==> src/rtl/dd_hiscore_xfer_if.sv <==
// dd_hiscore_xfer_if: start/status, core high-score port and save-buffer port of the transfer engine
interface dd_hiscore_xfer_if;
  logic        START_DUMP;
  logic        START_LOAD;
  logic        BUSY;
  logic        DONE;
  logic        PAUSE_REQ;
  logic [10:0] hs_address;
  logic [7:0]  hs_data_in;
  logic [7:0]  hs_data_out;
  logic        hs_write;
  logic        hs_access;
  logic [10:0] BUF_AD;
  logic        BUF_WR;
  logic [7:0]  BUF_DO;
  logic [7:0]  BUF_DI;
  logic [7:0]  CSUM;
  modport master (
    input  START_DUMP, START_LOAD, hs_data_out, BUF_DI,
    output BUSY, DONE, PAUSE_REQ, hs_address, hs_data_in, hs_write, hs_access,
           BUF_AD, BUF_WR, BUF_DO, CSUM
  );
  modport slave (
    output START_DUMP, START_LOAD, hs_data_out, BUF_DI,
    input  BUSY, DONE, PAUSE_REQ, hs_address, hs_data_in, hs_write, hs_access,
           BUF_AD, BUF_WR, BUF_DO, CSUM
  );
endinterface

==> src/rtl/dd_hiscore_xfer.sv <==
// dd_hiscore_xfer: copies the high-score region between core RAM and the save buffer; DD_HS_CHECKSUM_EN adds a byte checksum on CSUM
module dd_hiscore_xfer #(
  parameter logic [10:0] HS_BASE   = 11'h000,
  parameter int          HS_LEN    = 64,
  parameter int          RD_LAT    = 2,
  parameter int          PAUSE_DLY = 16
) (
  input logic             MCLK,
  input logic             RESET,
  dd_hiscore_xfer_if.master hs
);
  localparam logic [2:0] S_IDLE   = 3'd0;
  localparam logic [2:0] S_SETTLE = 3'd1;
  localparam logic [2:0] S_ADDR   = 3'd2;
  localparam logic [2:0] S_WAIT   = 3'd3;
  localparam logic [2:0] S_WRITE  = 3'd4;
  localparam logic [2:0] S_NEXT   = 3'd5;
  localparam logic [2:0] S_FIN    = 3'd6;
  logic [2:0]  r_st;
  logic        r_load;
  logic [10:0] r_idx;
  logic [15:0] r_cnt;
  logic [7:0]  r_byte;
  logic [7:0]  w_src;
  logic        w_act;
  logic        w_wr;
  assign w_src = r_load ? hs.BUF_DI : hs.hs_data_out;
  // sequencer: settle delay, then address / wait latency / write / advance per byte
  always_ff @(posedge MCLK) begin
    if (RESET) begin
      r_st   <= S_IDLE;
      r_load <= 1'b0;
      r_idx  <= '0;
      r_cnt  <= '0;
      r_byte <= '0;
    end else begin
      case (r_st)
        S_IDLE:
          if (hs.START_DUMP || hs.START_LOAD) begin
            r_load <= !hs.START_DUMP;
            r_idx  <= '0;
            r_cnt  <= 16'(PAUSE_DLY);
            r_st   <= S_SETTLE;
          end
        S_SETTLE:
          if (r_cnt == 16'd0) r_st <= S_ADDR;
          else r_cnt <= r_cnt - 16'd1;
        S_ADDR: begin
          r_cnt <= 16'(RD_LAT);
          r_st  <= S_WAIT;
        end
        S_WAIT: begin
          r_cnt <= r_cnt - 16'd1;
          if (r_cnt == 16'd1) begin
            r_byte <= w_src;
            r_st   <= S_WRITE;
          end
        end
        S_WRITE: r_st <= S_NEXT;
        S_NEXT:
          if (r_idx == 11'(HS_LEN - 1)) r_st <= S_FIN;
          else begin
            r_idx <= r_idx + 11'd1;
            r_st  <= S_ADDR;
          end
        default: r_st <= S_IDLE;
      endcase
    end
  end
`ifdef DD_HS_CHECKSUM_EN
  logic [7:0] r_sum;
  // running sum of every captured source byte, cleared on each accepted start
  always_ff @(posedge MCLK) begin
    if (RESET) r_sum <= '0;
    else if (r_st == S_IDLE && (hs.START_DUMP || hs.START_LOAD)) r_sum <= '0;
    else if (r_st == S_WAIT && r_cnt == 16'd1) r_sum <= r_sum + w_src;
  end
  assign hs.CSUM = r_sum;
`else
  assign hs.CSUM = '0;
`endif
  assign w_act         = r_st == S_ADDR || r_st == S_WAIT || r_st == S_WRITE;
  assign w_wr          = r_st == S_WRITE;
  assign hs.BUSY       = r_st != S_IDLE;
  assign hs.PAUSE_REQ  = r_st != S_IDLE;
  assign hs.DONE       = r_st == S_FIN;
  assign hs.hs_access  = w_act;
  assign hs.hs_address = w_act ? HS_BASE + r_idx : '0;
  assign hs.BUF_AD     = w_act ? r_idx : '0;
  assign hs.hs_write   = w_wr && r_load;
  assign hs.hs_data_in = (w_wr && r_load) ? r_byte : '0;
  assign hs.BUF_WR     = w_wr && !r_load;
  assign hs.BUF_DO     = (w_wr && !r_load) ? r_byte : '0;
endmodule

==> src/flat_wrapper.sv <==
// flat-port wrapper written by rule: the top's interface ports become plain ports
module dd_hiscore_xfer_flat 
#(
  parameter logic [10:0] HS_BASE   = 11'h000,
  parameter int          HS_LEN    = 64,
  parameter int          RD_LAT    = 2,
  parameter int          PAUSE_DLY = 16
)
  (MCLK, RESET, hs_START_DUMP, hs_START_LOAD, hs_hs_data_out, hs_BUF_DI, hs_BUSY, hs_DONE, hs_PAUSE_REQ, hs_hs_address, hs_hs_data_in, hs_hs_write, hs_hs_access, hs_BUF_AD, hs_BUF_WR, hs_BUF_DO, hs_CSUM);
  dd_hiscore_xfer_if hs_i ();
  input logic MCLK;
  input logic RESET;
  input wire logic [$bits(hs_i.START_DUMP)-1:0] hs_START_DUMP;
  input wire logic [$bits(hs_i.START_LOAD)-1:0] hs_START_LOAD;
  input wire logic [$bits(hs_i.hs_data_out)-1:0] hs_hs_data_out;
  input wire logic [$bits(hs_i.BUF_DI)-1:0] hs_BUF_DI;
  output wire logic [$bits(hs_i.BUSY)-1:0] hs_BUSY;
  output wire logic [$bits(hs_i.DONE)-1:0] hs_DONE;
  output wire logic [$bits(hs_i.PAUSE_REQ)-1:0] hs_PAUSE_REQ;
  output wire logic [$bits(hs_i.hs_address)-1:0] hs_hs_address;
  output wire logic [$bits(hs_i.hs_data_in)-1:0] hs_hs_data_in;
  output wire logic [$bits(hs_i.hs_write)-1:0] hs_hs_write;
  output wire logic [$bits(hs_i.hs_access)-1:0] hs_hs_access;
  output wire logic [$bits(hs_i.BUF_AD)-1:0] hs_BUF_AD;
  output wire logic [$bits(hs_i.BUF_WR)-1:0] hs_BUF_WR;
  output wire logic [$bits(hs_i.BUF_DO)-1:0] hs_BUF_DO;
  output wire logic [$bits(hs_i.CSUM)-1:0] hs_CSUM;
  assign hs_i.START_DUMP = hs_START_DUMP;
  assign hs_i.START_LOAD = hs_START_LOAD;
  assign hs_i.hs_data_out = hs_hs_data_out;
  assign hs_i.BUF_DI = hs_BUF_DI;
  assign hs_BUSY = hs_i.BUSY;
  assign hs_DONE = hs_i.DONE;
  assign hs_PAUSE_REQ = hs_i.PAUSE_REQ;
  assign hs_hs_address = hs_i.hs_address;
  assign hs_hs_data_in = hs_i.hs_data_in;
  assign hs_hs_write = hs_i.hs_write;
  assign hs_hs_access = hs_i.hs_access;
  assign hs_BUF_AD = hs_i.BUF_AD;
  assign hs_BUF_WR = hs_i.BUF_WR;
  assign hs_BUF_DO = hs_i.BUF_DO;
  assign hs_CSUM = hs_i.CSUM;
  dd_hiscore_xfer #(.HS_BASE(HS_BASE), .HS_LEN(HS_LEN), .RD_LAT(RD_LAT), .PAUSE_DLY(PAUSE_DLY)) u_core (.MCLK(MCLK), .RESET(RESET), .hs(hs_i));
endmodule
==> config.mk <==
export PLATFORM = sky130hd
export DESIGN_NAME = dd_hiscore_xfer_flat
export DESIGN_NICKNAME = d
export VERILOG_FILES = /design/src/rtl/dd_hiscore_xfer_if.sv /design/src/rtl/dd_hiscore_xfer.sv /design/src/flat_wrapper.sv
export SDC_FILE = /design/constraint.sdc
export NUM_CORES = 1
export LEC_CHECK = 0
export BUFFER_PORTS_ARGS = -buffer_cell sky130_fd_sc_hd__buf_4
export CAP_MARGIN = 20
export CORE_UTILIZATION = 46
export CTS_BUF_LIST = sky130_fd_sc_hd__clkbuf_16
export DETAILED_ROUTE_END_ITERATION = 6
export GPL_TIMING_DRIVEN = 1
export PLACE_DENSITY = 0.73
export SLEW_MARGIN = 20
export SYNTH_ARGS = -nofsm -noshare
export SYNTH_HDL_FRONTEND = slang
export SYNTH_SLANG_ARGS = --single-unit
==> constraint.sdc <==
create_clock -name MCLK -period 3.1 [get_ports MCLK]
set_input_delay 0.62 -clock MCLK [delete_from_list [all_inputs] [get_ports MCLK]]
set_output_delay 0.62 -clock MCLK [all_outputs]
set_load 0.02 [all_outputs]
== Word level (Yosys, flattened, before mapping) ==
Index checks and enable logic that the tools add are counted.
W data, S select, Z words.

* Flip-flop bits (word level): 39
* Input bits: 20
* Output and inout port bits: 52

* $add $sub $neg: 2
* Equal/unequal tests: 13
* Mux-type cells: 15
* Reductions and logical operators: 17

{| class="wikitable"
|+ Operators with widths
! operator !! number
|-
| $pmux W16 S4 || 1
|-
| $mux W11 || 3
|-
| $mux W16 || 2
|-
| $mux W8 || 3
|-
| $pmux W11 S2 || 1
|-
| $pmux W3 S6 || 1
|-
| $eq A16 B1 Y1 const B || 1
|-
| $logic_not A16 Y1 || 1
|-
| $sub A16 B1 Y16 const B || 1
|-
| $mux W3 || 4
|-
| $add A11 B1 Y11 const B || 1
|-
| $eq A11 B6 Y1 const B || 1
|-
| $eq A3 B3 Y1 const B || 3
|-
| $reduce_and A3 Y1 || 3
|-
| $eq A3 B2 Y1 const B || 2
|-
| $ne A2 B1 Y1 const B || 3
|-
| $ne A2 B2 Y1 const B || 2
|-
| $reduce_and A2 Y1 || 2
|-
| $reduce_bool A4 Y1 || 1
|-
| $eq A3 B1 Y1 const B || 1
|-
| $logic_not A3 Y1 || 1
|-
| $logic_or A1 B1 Y1 || 3
|-
| $reduce_bool A3 Y1 || 1
|-
| $logic_and A1 B1 Y1 || 2
|-
| other kinds (2) || 3
|}

== Longest topological paths before layout ==
* Depth after elaboration: 4
* Mapped depth: 7
* Mapped depth without buffers: 7

== Worst setup path after synthesis ==
Ideal clock, no wire load.

* Kind: reg-to-output
* Start point: register u_core.r_st[2]
* End point: output port hs_BUF_DO[0]
* Data arrival time: 1.729 ns
* Required time: 2.480 ns
* Setup slack: 0.751 ns
* Cell stages (with the launch flop): 6
* Path through: dfxtp_1 > clkbuf_1 > clkbuf_1 > nand2_1 > nor2_1 > and2_1

* Word-level cells in the longest chain between the ends: 3

{| class="wikitable"
|+ RTL lines
! element !! RTL line !! RTL
|-
| from (decl) || dd_hiscore_xfer.sv:19 || <nowiki>logic [2:0] r_st;</nowiki>
|-
| from (signal assigned) || dd_hiscore_xfer.sv:31 || <nowiki>r_st <= S_IDLE;</nowiki>
|-
| from (signal assigned) || dd_hiscore_xfer.sv:43 || <nowiki>r_st <= S_SETTLE;</nowiki>
|-
| from (signal assigned) || dd_hiscore_xfer.sv:46 || <nowiki>if (r_cnt == 16'd0) r_st <= S_ADDR;</nowiki>
|-
| $eq A3 B3 Y1 || dd_hiscore_xfer.sv:83 || <nowiki>assign w_wr = r_st == S_WRITE;</nowiki>
|-
| $logic_and A1 B1 Y1 || - ||
|-
| net hs_BUF_WR || flat_wrapper.sv:25 || <nowiki>output wire logic [$bits(hs_i.BUF_WR)-1:0] hs_BUF_WR;</nowiki>
|-
| $mux W8 || dd_hiscore_xfer.sv:93 || <nowiki>assign hs.BUF_DO = (w_wr && !r_load) ? r_byte : '0;</nowiki>
|-
| to (decl) || flat_wrapper.sv:26 || <nowiki>output wire logic [$bits(hs_i.BUF_DO)-1:0] hs_BUF_DO;</nowiki>
|}

The timed path passes the listed nets, and every way through them passes these cells.

== Worst setup path after layout ==
* Start point: register u_core.r_st[2]
* End point: output port hs_BUF_DO[4]

* Word-level cells in the longest chain between the ends: 3

{| class="wikitable"
|+ RTL lines
! element !! RTL line
|-
| $eq A3 B3 Y1 || dd_hiscore_xfer.sv:83
|-
| $logic_and A1 B1 Y1 || dd_hiscore_xfer.sv:93
|-
| $mux W8 || dd_hiscore_xfer.sv:93
|}

No other way between the ends.

==> run metrics <==
status=finished, final reports clean; sequential-to-total area share from yosys stat=0.329; CTS tree=built; GPL Wtd Cong=0.900; final instance area=0.00295 mm^2; slew margin rel.=0.436; die width=73.8 um; largest net degree at the start of global routing=24; RSZ-0062 raised after global routing=false; clock buffer depth=2; Clk Latency, worst-skew pair=0.29 ns; post-detail-place hpwl=3.96 mm; row cnt=25; clk_skew=0.00835 ns; critical path class=reg2out; CP startpoint kind=flop; clock slew at reported path FFs=0.06 ns; number of synthesized flops with an enable pin=0; Core ar.=0.00485 mm^2; Cell variety after synth=45; antenna violations before repair=0; Final setup viols=0; WP data required=2.48 ns; DRC violations left=0; nets=371; Placed Area=0.00278 mm^2; max_cap viols=0; Yosys reg bits=39; fin crit share=0.851; Iteration-0 DRC Markers=99; asr flop ratio synth=0; share of layout cells above drive strength 1=0.241; gr ovfl total=0; # clock sinks=39; slew of the pin with the lowest slew margin=0.838 ns; die outline area=0.00545 mm^2; Root Buffer=clkbuf_16; setup TNS=0 ns; hold crit path type=reg2reg; Synthesis Warnings=0; H-tree depth=2; f_max=379 MHz; count of pins over their slew limit=0; dominant cell type by area after synthesis=dfxtp_1; Post-Route Utilization=0.609; CP arrival=2.02 ns; first-pass iteration count of the detailed router=4; Mapped Area=0.00237 mm^2; antenna viol nets, final=0; GRT Total Usage=0.211; cell count after synthesis=300; Routed WL=5.47 mm; Post-CTS Setup Inserts=0; PD cells=842 mW/mm^2; antenna cell count=0; IO Pins=72; Vias per Instance=5.40; FF/Latch Area=781 um^2; synth top area cells=dfxtp_1 (33%), nor2_1 (6.5%), buf_4 (6.3%); minimum clock period=2.64 ns; Peak supply drop=606 uV; CP endpoint kind=output port; layout overhead on the synthesized area=24.4%; Die H=73.8 um; IO Port Bufs=63; area taken by multi-input logic gates=0.00137 mm^2; Initial Util=0.490; per-cell routed wire length=13.1 um; Tot Pwr=0.00249 W; Leakage=1.23 nW; top cell type's share of synthesized area=0.329; most common cell after layout, fill and taps aside=buf_4; vias in the first global route=1992; Syn Area/Cell=7.91 um^2; Resize count post-CTS=0; CTS Hold Buffers Added=0; FILL cells=433; most frequent cells in the layout=buf_4 (68), nor2_1 (41), dfxtp_1 (39), and2_1 (16), nand2_1 (15); CP max FO=23; Num CTS Buffers=5; Vias=2246; first-pass GRT wire length=8.93 mm; Fin. Hold Viols=0; main flop type after synthesis=dfxtp_1
[state kept, by name (all words and copies together) (netlist names)]
register       count
u_core.r_byte      8
u_core.r_cnt      16
u_core.r_idx      11
u_core.r_load      1
u_core.r_st        3
[cell type report]
| class | instances | share of cell area |
|---|---|---|
| Multi-Input combinational cell | 225 | 0.465 |
| Sequential cell | 39 | 0.265 |
| Timing Repair Buffer | 68 | 0.173 |
| Clock buffer | 5 | 0.0424 |
| Tap cell | 67 | 0.0284 |
| Clock inverter | 3 | 0.0148 |
| Inverter | 9 | 0.0114 |
[cell usage after synthesis, types with 2 or more instances]
| library cell | n |
|---|---|
| and2_1 | 16 |
| a31o_2 | 2 |
| nand2b_1 | 2 |
| o21ai_0 | 8 |
| dfxtp_1 | 39 |
| clkbuf_1 | 12 |
| nand2_1 | 15 |
| ha_1 | 3 |
| nand3_1 | 11 |
| buf_4 | 20 |
| nand4_1 | 7 |
| o41ai_1 | 2 |
| or4_1 | 4 |
| or3_1 | 4 |
| or2_2 | 2 |
| nor4_1 | 11 |
| mux2i_1 | 9 |
| a211oi_1 | 9 |
| and3_1 | 4 |
| a21o_1 | 2 |
| nor2b_1 | 10 |
| o31ai_1 | 3 |
| xor2_1 | 14 |
| xnor2_1 | 4 |
| nor2_1 | 41 |
| nor3_1 | 10 |
| inv_1 | 9 |
| a21oi_1 | 10 |
[cells by family after synthesis]
logic type,count (synthesis),share of synthesized area
DFF,39,0.329
adders and majority gates,3,0.0158
buffers and inverters,43,0.103
and+or+nand+nor,146,0.332
AOI/OAI and AO/OA,41,0.114
xor gates and xnor gates,18,0.0664
muxes,9,0.0380
other,1,0.00158
[layer usage]
layer	vias up	track usage	part of all wire
met5	-	0	0
met4	0	0.0962	0.021
met3	11	0.0370	0.043
met2	74	0.352	0.49
met1	1038	0.265	0.45
li1	1123	-	-
[path summary, 6_finish.rpt]
check                   start          endpoint  slack, ns  depth (start not counted)
max reg2reg   u_core.r_cnt[6]  u_core.r_byte[0]       0.72                          6
min reg2reg  u_core.r_byte[1]  u_core.r_byte[1]       0.51                          2
min          u_core.r_byte[1]  u_core.r_byte[1]       0.51                          2
max            u_core.r_st[2]      hs_BUF_DO[4]       0.46                          4
[report_power, final]
group	leakage (nW)	internal [W]	switching, W
logic	0.829	0.000479	0.000658
registers	0.316	0.000605	0.000159
clock network	0.0838	0.000379	0.000207
[critical path, stage by stage (launching register included)]
cell	delay [ns]
dfxtp_1	0.77
nand2_1	0.13
nor2_1	0.49
and2_1	0.22
buf_4	0.14
[metrics by stage]
stage               std cells  hold slack, ns  worst slack (ns)
floorplan                 307           0.471             0.751
global placement          408           0.498             0.840
detailed placement        408           0.504             0.742
CTS                       416           0.512             0.470
global route              416           0.528             0.303
finish                    416           0.509             0.462
No activity file was read; power rests on OpenSTA's default activity.
